$ cat src/rtl/hazard_pkg.sv
// Shared types and constants for the load-use / RAW hazard controller.
// Scoreboard entries carry a fixed-width address field wide enough for any supported REG_ADDR_W.
package hazard_pkg;

  localparam int REG_ADDR_W_DEF = 3;
  localparam int SB_ADDR_W      = 8;
  localparam int AGE_W          = 4;

  // Legal LOAD_LAT range is LOAD_LAT_MIN..PIPE_DEPTH
  localparam int LOAD_LAT_MIN   = 1;

  typedef struct packed {
    logic                 valid;
    logic                 wr_en;
    logic                 is_load;
    logic [AGE_W-1:0]     age;
    logic [SB_ADDR_W-1:0] dst;
  } sb_entry_t;

  // Out-of-range latencies are pulled back into the legal window
  function automatic int load_lat_legal(input int lat, input int depth);
    if (lat < LOAD_LAT_MIN) return LOAD_LAT_MIN;
    if (lat > depth)        return depth;
    return lat;
  endfunction

endpackage

$ cat src/rtl/hazard_cmp.sv
// Compares one source operand against every scoreboard entry and flags a blocking producer.
// LOAD_USE_FORWARDING_EN: only loads younger than LOAD_LAT block; otherwise any writer blocks.
module hazard_cmp
  import hazard_pkg::*;
#(
  parameter int REG_ADDR_W = REG_ADDR_W_DEF,
  parameter int PIPE_DEPTH = 2,
  parameter int LOAD_LAT   = 1
) (
  input  sb_entry_t [PIPE_DEPTH-1:0] sb_i,
  input  logic [REG_ADDR_W-1:0]      src_i,
  input  logic                       used_i,
  input  logic                       id_valid_i,
  output logic                       block_o
);

`ifdef LOAD_USE_FORWARDING_EN
  localparam bit FWD_EN = 1'b1;
`else
  localparam bit FWD_EN = 1'b0;
`endif

  logic [PIPE_DEPTH-1:0] hit;

  for (genvar k = 0; k < PIPE_DEPTH; k++) begin : g_ent
    logic not_fwdable;
    // With forwarding, a producer stops blocking once its data can be bypassed
    assign not_fwdable = !FWD_EN ||
                         (sb_i[k].is_load && (int'(sb_i[k].age) < LOAD_LAT));
    assign hit[k] = sb_i[k].valid && sb_i[k].wr_en &&
                    (sb_i[k].dst == SB_ADDR_W'(src_i)) && not_fwdable;
  end

  assign block_o = used_i && id_valid_i && (|hit);

endmodule

$ cat src/rtl/load_use_hazard_unit.sv
// ID-side hazard controller: scoreboard of in-flight producers, stall/bubble generation, stall counter.
// Optional macro LOAD_USE_FORWARDING_EN selects the forwarding-aware blocking rule.
module load_use_hazard_unit
  import hazard_pkg::*;
#(
  parameter int REG_ADDR_W = REG_ADDR_W_DEF,
  parameter int NUM_SRC    = 2,
  parameter int PIPE_DEPTH = 2,
  parameter int LOAD_LAT   = 1,
  parameter int CNT_W      = 16
) (
  input  logic                          clk,
  input  logic                          rst,
  input  logic                          id_valid,
  input  logic [NUM_SRC*REG_ADDR_W-1:0] id_src_addr,
  input  logic [NUM_SRC-1:0]            id_src_used,
  input  logic [REG_ADDR_W-1:0]         id_dst_addr,
  input  logic                          id_wr_en,
  input  logic                          id_is_load,
  input  logic                          flush,
  input  logic                          cnt_clr,
  output logic                          stall_fetch,
  output logic                          bubble_ex,
  output logic [NUM_SRC-1:0]            hazard_src,
  output logic [CNT_W-1:0]              stall_cnt
);

  localparam int LAT_EFF = load_lat_legal(LOAD_LAT, PIPE_DEPTH);

  sb_entry_t [PIPE_DEPTH-1:0] sb_q, sb_d;
  logic [CNT_W-1:0]           cnt_q, cnt_d;
  logic                       stall;

  for (genvar i = 0; i < NUM_SRC; i++) begin : g_src
    hazard_cmp #(
      .REG_ADDR_W (REG_ADDR_W),
      .PIPE_DEPTH (PIPE_DEPTH),
      .LOAD_LAT   (LAT_EFF)
    ) u_cmp (
      .sb_i       (sb_q),
      .src_i      (id_src_addr[i*REG_ADDR_W +: REG_ADDR_W]),
      .used_i     (id_src_used[i]),
      .id_valid_i (id_valid),
      .block_o    (hazard_src[i])
    );
  end

  // A flushed instruction is dead, so it must not hold the front end
  assign stall       = (|hazard_src) && !flush;
  assign stall_fetch = stall;
  assign bubble_ex   = stall;
  assign stall_cnt   = cnt_q;

  always_comb begin
    sb_d = '0;
    if (!stall && !flush && id_valid) begin
      sb_d[0].valid   = 1'b1;
      sb_d[0].wr_en   = id_wr_en;
      sb_d[0].is_load = id_is_load;
      sb_d[0].dst     = SB_ADDR_W'(id_dst_addr);
    end
    for (int k = 1; k < PIPE_DEPTH; k++) begin
      sb_d[k]     = sb_q[k-1];
      sb_d[k].age = sb_q[k-1].age + AGE_W'(1);
    end
  end

  always_comb begin
    cnt_d = cnt_q;
    if (cnt_clr)
      cnt_d = '0;
    else if (stall && !(&cnt_q))
      cnt_d = cnt_q + CNT_W'(1);
  end

  always_ff @(posedge clk) begin
    if (rst) begin
      sb_q  <= '0;
      cnt_q <= '0;
    end else begin
      sb_q  <= sb_d;
      cnt_q <= cnt_d;
    end
  end

endmodule
$ cat config.mk
export PLATFORM = sky130hd
export DESIGN_NAME = load_use_hazard_unit
export DESIGN_NICKNAME = d
export VERILOG_FILES = /design/src/rtl/hazard_pkg.sv /design/src/rtl/hazard_cmp.sv /design/src/rtl/load_use_hazard_unit.sv
export SDC_FILE = /design/constraint.sdc
export NUM_CORES = 1
export LEC_CHECK = 0
export BUFFER_PORTS_ARGS = -buffer_cell sky130_fd_sc_hd__clkbuf_2
export CELL_PAD_IN_SITES_DETAIL_PLACEMENT = 1
export CELL_PAD_IN_SITES_GLOBAL_PLACEMENT = 2
export CORE_ASPECT_RATIO = 2
export CORE_MARGIN = 3
export CORE_UTILIZATION = 30
export DETAILED_ROUTE_END_ITERATION = 10
export PLACE_DENSITY_LB_ADDON = 0.1
export SYNTH_ARGS = -nofsm -noshare
export SYNTH_HDL_FRONTEND = slang
export SYNTH_SLANG_ARGS = --single-unit
$ cat constraint.sdc
create_clock -name clk -period 2.1 [get_ports clk]
set_clock_uncertainty 0.05 [all_clocks]
set_input_delay 0.315 -clock clk [delete_from_list [all_inputs] [get_ports clk]]
set_output_delay 0.315 -clock clk [all_outputs]
set_load 0.005 [all_outputs]
==> summary.txt <==
CRITICAL PATH
--------------------------------------------------------------------------------------------------------
Cell with the biggest individual delay on the critical path                                 sky130_fd_sc_hd__dfxtp_2
Cells on worst reg2reg path                                                                            8
Startpoint types                                                                               flip-flop
Arrival time at the worst endpoint                                                               1.68 ns
Number of logic stages on the critical path including buffering                                        6
Cell with the most instances on the worst path                                              sky130_fd_sc_hd__buf_6
Nature of the critical path endpoint                                                         output port
Setup CP Type                                                                                    reg2out
Number of buffers and inverters on the critical path                                                   2
Worst EP required                                                                                1.74 ns
Critical path fanouts, max                                                                             7
Worst stage delay on the critical path                                                           0.35 ns
Worst-path cell chain                                                                       xor2_2 -> nor4_2 -> o211ai_2 -> a21oi_2 -> buf_6 -> buf_6
Kind of cell with the highest combined delay on the critical path                             flip-flops
Register-to-register setup slack                                                                 0.07 ns

PLACE
--------------------------------------------------------------------------------------------------------
Placement-stage cell area                                                                      1640 um^2
Port Buffer Count                                                                                     36
Final estimated routing congestion in global placement                                             0.666
Final HPWL DP                                                                                    3030 um

STATUS
--------------------------------------------------------------------------------------------------------
Outcome                                                                                     finished clean

DRT
--------------------------------------------------------------------------------------------------------
Residual DRC count                                                                                     0
Remaining antenna violation count                                                                      0
Total wire length                                                                                4090 um
Drt pass-1 iters                                                                                       2
Via-to-Cell Ratio                                                                                   5.02
Routed len/inst                                                                                  16.2 um
Total via count after detailed routing                                                             1,271
Iteration-0 DRC count of the detailed router                                                           9

YOSYS
--------------------------------------------------------------------------------------------------------
FF+latch count, synth                                                                                 26
Syn Std Cell Area                                                                              1390 um^2
Synthesized Nets                                                                                     170
Mean cell area of the mapped netlist                                                           9.19 um^2
Yosys synthesis warning count                                                                          0
Unique cell type count in the Yosys netlist                                                           34
Post-synthesis sequential area ratio                                                               37.5%
Number of instances in the synthesized netlist                                                       151

FLOORPLAN
--------------------------------------------------------------------------------------------------------
Starting density of the core                                                                       31.4%
Standard cell core area                                                                        4420 um^2
Total die area                                                                                 5530 um^2
Floorplan die height                                                                              102 um
Die Wd                                                                                           54.1 um
I/O pin cnt                                                                                           38
# rows                                                                                                34

FINAL LAYOUT
--------------------------------------------------------------------------------------------------------
Most frequent cells in the layout                                                           sky130_fd_sc_hd__clkbuf_2, sky130_fd_sc_hd__dfxtp_1, sky130_fd_sc_hd__nor2_1
Antenna diode count                                                                                    0
Fraction of layout instances using a drive strength above 1                                        40.7%
Area added between synthesis and finish                                                            33.5%
Final non-filler cell area                                                                     1850 um^2
Final layout net count                                                                               219
Commonest non-fill, non-tap cell in the layout                                              sky130_fd_sc_hd__clkbuf_2

TIMING
--------------------------------------------------------------------------------------------------------
RSZ-0062 raised after global routing                                                                true
Number of hold violations in the final report                                                          0
Crit share post-route                                                                              97.2%
Number of setup violations in the final report                                                         0
Highest achievable clock rate                                                                  0.490 GHz
Clock period minus final worst setup slack                                                       2.04 ns
Final max-slew violation count                                                                         0
Slew at the pin with the worst max-slew slack                                                   0.572 ns
Worst slew margin                                                                                  61.7%

POWER AND IR DROP
--------------------------------------------------------------------------------------------------------
Leakage power total                                                                          0.000823 uW
Power per cell area                                                                          532 nW/um^2
Tot Pwr                                                                                           985 uW
Peak ir drop on the vdd network                                                                 0.348 mV

CLOCK TREE
--------------------------------------------------------------------------------------------------------
Root buffer selected by CTS                                                                 sky130_fd_sc_hd__clkbuf_8
CTS buffer count                                                                                       3
Clock tree from TritonCTS                                                                           done
Post-CTS clock slew at the launch and capture registers of the worst setup and hold paths        0.10 ns
H-tree depth                                                                                           1
CTS hold repair buffers                                                                                0
Worst-skew pair later-pin latency                                                                0.27 ns
Clock Sink Count                                                                                      26
CTS Buffer Depth                                                                                       2

GRT
--------------------------------------------------------------------------------------------------------
Via count of the first global-routing pass                                                         1,287
GRT Overall Usage                                                                                  15.2%
Grt ovf                                                                                                0
Wire length of the first global-routing pass                                                     6180 um
Number of antenna violations at the first check in global routing                                      0
Largest net degree at the start of global routing                                                     17

MIN PATH
--------------------------------------------------------------------------------------------------------
Instance count along the most critical hold path                                                       2
Type of the tightest min-delay check                                                              in2reg

JOB
--------------------------------------------------------------------------------------------------------
Number of max-cap violations                                                                           0

where the power goes:
group          internal, uW  switching (uW)  leakage [uW]
registers               497            3.89      0.000212
logic                  27.6            38.0      0.000575
clock network           255             164     0.0000357
cell families (layout without fill, tap and decap cells):
kind of cell / count (synthesis) / count (layout) / share of synthesized area, %
simple gates: 67 / 67 / 28.4
compound gates: 26 / 26 / 16.2
flops: 26 / 26 / 37.5
xor+xnor: 14 / 14 / 8.84
buf+inv: 13 / 61 / 4.87
mux: 4 / 4 / 3.25
fa+ha+maj: 1 / 1 / 0.902
cell usage after synthesis, drive strengths merged:
master	count	area share (%)
mux2i	3	2.2
a211oi	2	2.0
clkbuf	2	0.54
mux2	1	1.1
nand2	11	3.0
inv	7	1.9
ha	1	0.90
buf	4	2.4
o21a	1	0.54
and2	5	2.3
a41o	3	2.2
xor2	12	7.6
o211ai	2	1.8
or3	2	0.90
nor2	14	3.8
and3	5	2.3
nor2b	5	2.3
a21oi	8	4.2
a31oi	3	1.4
a21o	5	2.9
nand4	5	2.3
nor4	4	3.6
nor3	3	1.1
and4	3	1.9
xnor2	2	1.3
nand3	9	4.7
a31o	2	1.3
dfxtp	26	38
or2	1	0.45
layer usage:
layer  GRT usage (%)  vias to the layer above  wire [um]
met5               0                        -          0
met4            5.37                        0         60
met3            2.04                        6        117
met2            28.9                       24       2420
met1            15.9                      614       1490
li1                -                      627          -
per-stage QoR:
| stage | util (%) | hold slack (ns) | std cells | TNS, ns | setup slack (ns) |
|---|---|---|---|---|---|
| 2_1_floorplan | - | 0.337 | 151 | 0 | 0.213 |
| 3_3_place_gp | 37.2 | 0.394 | 240 | 0 | 0.0900 |
| 3_5_place_dp | 37.2 | 0.409 | 240 | 0 | 0.0142 |
| 4_1_cts | 39.2 | 0.180 | 246 | 0 | 0.00991 |
| 5_1_grt | 41.9 | 0.170 | 253 | -0.129 | -0.0393 |
| 6_report | 41.9 | 0.186 | 253 | 0 | 0.0598 |
what timing repair did:
item	4_1_cts	5_1_grt
endpoints found under the setup margin	2	6
setup buffers	2	7
endpoints found under the hold margin	0	0
pin swaps	3	6
resized for setup	1	16
final timing paths:
check                                          from                   endpoint
worst max-delay path            sb_d[17]$_SDFF_PP0_                  bubble_ex
worst min-delay path                       id_wr_en        sb_d[28]$_SDFF_PP0_
worst max register to register  sb_d[17]$_SDFF_PP0_  stall_cnt[5]$_SDFFE_PP0P_
worst min register to register  sb_d[28]$_SDFF_PP0_        sb_q[28]$_SDFF_PP0_
area by class of cell:
cell class / count / area, um^2
inverter: 7 / 26.3
multi-input combinational: 112 / 831
clock buffer: 3 / 41.3
sequential: 26 / 528
tap: 54 / 67.6
timing repair buffer: 50 / 329
clock inverter: 1 / 30.0
fill: 538 / 2570
registers in the layout, indices dropped and copies added, names as in the netlist:
signal     flops
sb_d           5
stall_cnt     16
sb_q           5
(Power assumes the default switching activity.)
